### src/rtl/vga_pkg.sv
// Shared VGA timing constants (640x480@60 defaults) and helpers for the sync and drawing stages.
package vga_pkg;

  localparam int unsigned CountW = 10;
  typedef logic [CountW-1:0] coord_t;

  localparam int unsigned ClkDivDef = 4;

  localparam int unsigned HDisplay = 640;
  localparam int unsigned HFront   = 16;
  localparam int unsigned HSync    = 96;
  localparam int unsigned HBack    = 48;
  localparam int unsigned HTotal   = HDisplay + HFront + HSync + HBack;

  localparam int unsigned VDisplay = 480;
  localparam int unsigned VFront   = 10;
  localparam int unsigned VSync    = 2;
  localparam int unsigned VBack    = 33;
  localparam int unsigned VTotal   = VDisplay + VFront + VSync + VBack;

  localparam int unsigned HSyncStart = HDisplay + HFront;
  localparam int unsigned HSyncEnd   = HSyncStart + HSync - 1;
  localparam int unsigned VSyncStart = VDisplay + VFront;
  localparam int unsigned VSyncEnd   = VSyncStart + VSync - 1;

  // Inclusive window test used for both sync pulses.
  function automatic logic in_window(input coord_t pos, input coord_t lo, input coord_t hi);
    return (pos >= lo) && (pos <= hi);
  endfunction

endpackage

### src/rtl/mod_m_counter.sv
// Generic modulo-M counter: counts 0..M-1 while en is high, flags the terminal count.
module mod_m_counter #(
  parameter int unsigned M = 10,
  parameter int unsigned N = 4
) (
  input  logic         clk,
  input  logic         reset,
  input  logic         en,
  output logic [N-1:0] q,
  output logic         max_tick
);

  localparam logic [N-1:0] QMax = N'(M - 1);

  logic [N-1:0] q_q, q_d;

  assign max_tick = (q_q == QMax);
  assign q        = q_q;

  always_comb begin
    q_d = q_q;
    if (en) begin
      q_d = max_tick ? '0 : q_q + N'(1);
    end
  end

  always_ff @(posedge clk or negedge reset) begin
    if (!reset) begin
      q_q <= '0;
    end else begin
      q_q <= q_d;
    end
  end

endmodule

### src/rtl/vga_sync.sv
// VGA raster timing: pixel-rate divider, x/y scan counters and zero-skew registered syncs.
module vga_sync
  import vga_pkg::*;
#(
  parameter int unsigned CLK_DIV   = ClkDivDef,
  parameter int unsigned H_DISPLAY = HDisplay,
  parameter int unsigned H_FRONT   = HFront,
  parameter int unsigned H_SYNC    = HSync,
  parameter int unsigned H_BACK    = HBack,
  parameter int unsigned V_DISPLAY = VDisplay,
  parameter int unsigned V_FRONT   = VFront,
  parameter int unsigned V_SYNC    = VSync,
  parameter int unsigned V_BACK    = VBack
) (
  input  logic              clk,
  input  logic              reset,
  output logic              p_tick,
  output logic [CountW-1:0] pix_x,
  output logic [CountW-1:0] pix_y,
  output logic              video_on,
  output logic              hsync,
  output logic              vsync,
  output logic              frame_tick
);

  localparam int unsigned HTot = H_DISPLAY + H_FRONT + H_SYNC + H_BACK;
  localparam int unsigned VTot = V_DISPLAY + V_FRONT + V_SYNC + V_BACK;
  localparam int unsigned DivW = (CLK_DIV > 1) ? $clog2(CLK_DIV) : 1;

  localparam coord_t HDisp = CountW'(H_DISPLAY);
  localparam coord_t VDisp = CountW'(V_DISPLAY);
  localparam coord_t HsLo  = CountW'(H_DISPLAY + H_FRONT);
  localparam coord_t HsHi  = CountW'(H_DISPLAY + H_FRONT + H_SYNC - 1);
  localparam coord_t VsLo  = CountW'(V_DISPLAY + V_FRONT);
  localparam coord_t VsHi  = CountW'(V_DISPLAY + V_FRONT + V_SYNC - 1);

  logic [DivW-1:0] div_q;
  logic            unused_div_q;
  logic            div_tick, h_max, v_max, line_end;
  coord_t          x_q, y_q, x_d, y_d;
  logic            hsync_q, vsync_q;

  mod_m_counter #(
    .M(CLK_DIV),
    .N(DivW)
  ) u_div (
    .clk     (clk),
    .reset   (reset),
    .en      (1'b1),
    .q       (div_q),
    .max_tick(div_tick)
  );

  assign unused_div_q = ^div_q;

  // Gated by reset so a CLK_DIV=1 build still shows p_tick low while held in reset.
  assign p_tick   = reset & div_tick;
  assign line_end = p_tick & h_max;

  mod_m_counter #(
    .M(HTot),
    .N(CountW)
  ) u_hcnt (
    .clk     (clk),
    .reset   (reset),
    .en      (p_tick),
    .q       (x_q),
    .max_tick(h_max)
  );

  mod_m_counter #(
    .M(VTot),
    .N(CountW)
  ) u_vcnt (
    .clk     (clk),
    .reset   (reset),
    .en      (line_end),
    .q       (y_q),
    .max_tick(v_max)
  );

  // Mirror of the counters' next state so the sync registers update on the same edge.
  always_comb begin
    x_d = x_q;
    y_d = y_q;
    if (p_tick) begin
      x_d = h_max ? '0 : x_q + CountW'(1);
      if (h_max) begin
        y_d = v_max ? '0 : y_q + CountW'(1);
      end
    end
  end

  always_ff @(posedge clk or negedge reset) begin
    if (!reset) begin
      hsync_q <= 1'b1;
      vsync_q <= 1'b1;
    end else begin
      hsync_q <= ~in_window(x_d, HsLo, HsHi);
      vsync_q <= ~in_window(y_d, VsLo, VsHi);
    end
  end

  assign pix_x      = x_q;
  assign pix_y      = y_q;
  assign hsync      = hsync_q;
  assign vsync      = vsync_q;
  assign video_on   = (x_q < HDisp) && (y_q < VDisp);
  assign frame_tick = line_end & v_max;

endmodule

### config.mk
export PLATFORM = sky130hd
export DESIGN_NAME = vga_sync
export DESIGN_NICKNAME = d
export VERILOG_FILES = /design/src/rtl/vga_pkg.sv /design/src/rtl/mod_m_counter.sv /design/src/rtl/vga_sync.sv
export SDC_FILE = /design/constraint.sdc
export NUM_CORES = 1
export LEC_CHECK = 0
export CAP_MARGIN = 20
export CORE_ASPECT_RATIO = 0.6
export CORE_MARGIN = 10
export CORE_UTILIZATION = 25
export CTS_CLUSTER_SIZE = 10
export DETAILED_ROUTE_END_ITERATION = 8
export HOLD_SLACK_MARGIN = 0.12
export SYNTH_ARGS = -nofsm -noshare
export SYNTH_HDL_FRONTEND = slang
export SYNTH_HIERARCHICAL = 1
export SYNTH_SLANG_ARGS = --single-unit
### constraint.sdc
create_clock -name clk -period 3.18 [get_ports clk]
set_input_delay 0.954 -clock clk [delete_from_list [all_inputs] [get_ports clk]]
set_output_delay 0.954 -clock clk [all_outputs]
set_load 0.03 [all_outputs]
==> summary.txt <==
Outcome
  • Status: completed

STA
  • Final WS setup: 238 ps
  • RSZ-0062 raised after global routing: false
  • Fin. max-slew vios: 0
  • Max Clock Skew: 9.68 ps
  • Setup TNS: 0 ps
  • Period Utilization, post-route: slightly above 90%
  • Crit path time final: 2940 ps
  • Setup Viol. Count Final: 0
  • Slew @ Worst Pin: 631 ps
  • Max Clock Freq: 0.340 GHz
  • Slew headroom: a little under three fifths
  • Hold_ws: 482 ps
  • Fin. Hold Viols: 0

Floorplanning
  • FP Rows: 22
  • Starting density of the core: around a quarter
  • Die Span X: 123 um
  • Total die area: about 0.01 mm^2
  • Core ar.: approximately 0.0062 mm^2
  • DIE HEIGHT: 82.0 um
  • Boundary Pins: 27

Worst setup path
  • WP buf/inv: 4
  • Critical path capture point type: primary output
  • RR Startpoint: u_hcnt/q[8]
  • WS Path Type: in -> out
  • Critical-path top delay cell: clkdlybuf4s50_1
  • Worst Setup Start Kind: input port
  • Worst EP required: 2230 ps
  • CP arrival: about 2000 ps
  • Cell Chain, Critical Path: clkdlybuf4s50_1 -> buf_4 -> nand2_1 -> inv_1 -> buf_4
  • R2R Setup Slk: around 600 ps
  • Crit path launch: reset
  • CP dominant cell by count: buf_4
  • Crit-path max cell delay: 540 ps
  • Critical Path Fanout Max: 8
  • Top delay family on crit path: buffers and inverters

Global routing
  • Grt met3 use: between 2 and 3%
  • First-pass GRT wire length: around 6900 um
  • GRT busiest layer: met1
  • Met2 Resource Use GR: a little under an eighth
  • Remaining global-route overflow: 0
  • Initial antenna violation count: 0
  • Met1 GRT Util: 12.9%
  • Vias in the first global route: between 1000 and 1500
  • GRT Total Usage: 8.57%
  • Largest net degree at the start of global routing: 20

Routing
  • First-pass DRT Iterations: 5
  • Drt wl/cell: 14.2 um
  • Routed Wire Length: 4230 um
  • Post-DRT Antenna Nets: 0
  • DR vias/cell: 4.82
  • Iter 0 DRT Violations: 121
  • Via Count: 1440
  • # DRC: 0

Cells and area
  • Share of cells above drive strength 1: 14.9%
  • Fin area: 0.00212 mm^2
  • Most frequent cells in the layout: clkdlybuf4s50_1, dfrtp_1, nand2_1
  • Antenna cell count: 0
  • Nets: 224
  • Multi-input logic area: around 960 um^2
  • FF/Latch Area: 603 um^2
  • Area delta synth->final: 32.5%
  • Filler cell count in the final layout: 648
  • Commonest non-fill, non-tap cell in the layout: clkdlybuf4s50_1

Place
  • HPWL Detailed: 3260 um
  • DP Worst Slack: 240 ps
  • Port Buffers: 26
  • Placed Area: 0.00205 mm^2
  • Routability cong.: 0.834

Yosys
  • Post-synth EDFFs: 0
  • Distinct cell type count after synthesis: 52
  • Mapped Cells: 173
  • Synth top area cells: dfrtp_1, ha_1, nand2_1
  • Synthesized area: 0.00160 mm^2
  • Synth Register Bits: 24
  • Leading area contributor after synthesis: dfrtp_1
  • Avg Cell Area, Syn: around 9.3 um^2
  • Asr flop ratio synth: 100%
  • Register area share after synthesis: 37.6%
  • Yosys warning total: 6
  • Ys flop type: dfrtp_1
  • Post-synth top area share: 34.3%

Pwr
  • Leakage: 0.877 nW
  • Sequential share of power: 41.2%
  • Net Switching: 0.321 mW
  • Clock Power Share: 27.6%
  • Total power: 0.959 mW
  • Internal: 0.637 mW
  • Pwr Density: ~450 mW/mm^2
  • Gate power share: a little under a third
  • VDD IR max: 0.166 mV
  • Switching fraction of total power: 33.5%

Clock tree
  • Post-CTS setup buffer count: 0
  • Total CTS buffers: 3
  • Clock latency at the later pin of the worst-skew pair: 270 ps
  • TritonCTS Sinks: 24
  • Clock Tree Buf Depth: 2
  • Clk pin slew, worst setup/hold paths: roughly 80 ps
  • H-Tree Level Count: 1
  • Post-cts sizing count: 0
  • CTS Root Cell: clkbuf_8
  • Hold_buf cts: 0
  • Clock tree from TritonCTS: built

Flow run
  • Max-cap violations: 0

Hold path
  • Hold path start: u_div/q[0]
  • Hold WC Path Type: reg -> reg
-- power by group through the flow --
stage | Combinational [mW] | Clock (mW) | Sequential [mW]
2_1_floorplan | 0.103 | 0 | 0.456
3_3_place_gp | 0.299 | 0 | 0.398
3_5_place_dp | 0.299 | 0 | 0.400
4_1_cts | 0.300 | 0.274 | 0.395
5_1_grt | 0.325 | 0.287 | 0.404
6_report | 0.298 | 0.265 | 0.395
-- registers in the layout, summed over array words and instances (netlist names) --
signal    flops
u_div/q       2
u_vcnt/q     10
hsync         1
u_hcnt/q     10
vsync         1
-- metal layers --
metal	vias to the layer above	wire length, um
met2	25	1750
met3	4	273
met1	689	2190
li1	722	-
met5	-	0
met4	0	23
-- worst paths after layout --
check,end,cells past startpoint
worst min register to register,u_div/q[0],1
worst max-delay path,p_tick,5
worst max register to register,u_vcnt/q[9],7
worst min-delay path,u_div/q[0],1
min in group asynchronous,u_hcnt/q[4],2
max in group asynchronous,vsync,3
-- cell usage after synthesis (2+ instances only) --
| master | count |
|---|---|
| and2_1 | 2 |
| dfstp_2 | 2 |
| o22ai_1 | 2 |
| xnor2_1 | 7 |
| nor2_1 | 6 |
| nor2b_1 | 2 |
| nand3_1 | 10 |
| ha_1 | 6 |
| inv_1 | 6 |
| clkbuf_1 | 2 |
| o31ai_1 | 4 |
| dfrtp_1 | 22 |
| nand4_1 | 9 |
| nor3_1 | 7 |
| mux2i_1 | 3 |
| nand2_1 | 17 |
| nand2b_1 | 4 |
| xor2_1 | 6 |
| and3_1 | 6 |
| a21oi_1 | 6 |
| or4_1 | 2 |
| o21ai_0 | 11 |
| nor4_1 | 2 |
-- metrics by stage --
step,instances,utilization [%]
after detailed placement,295,33.3
after global placement,295,33.3
after floorplan,175,-
after CTS,299,34.4
after global routing,299,34.4
final,299,34.4
-- kinds of logic (layout without fill, tap and decap cells) --
group | after synthesis | in the layout | synth area share [%]
other | 1 | 3 | 0.234
AND/OR/NAND/NOR | 83 | 83 | 31.9
adder cells (fa/ha/maj) | 6 | 6 | 4.68
flip-flops | 24 | 24 | 37.6
AO/OA/AOI/OAI | 31 | 31 | 12.1
multiplexers | 5 | 5 | 3.51
XOR/XNOR | 13 | 13 | 7.10
buffers and inverters | 10 | 50 | 2.89
-- cell type report --
cell class	instances	area share, %
inverter	6	1.06
tap	84	4.95
timing repair buffer	40	17.0
multi-input combinational	141	45.3
sequential	24	28.4
clock inverter	1	1.41
clock buffer	3	1.94
Power figures use the tool's default switching activity.
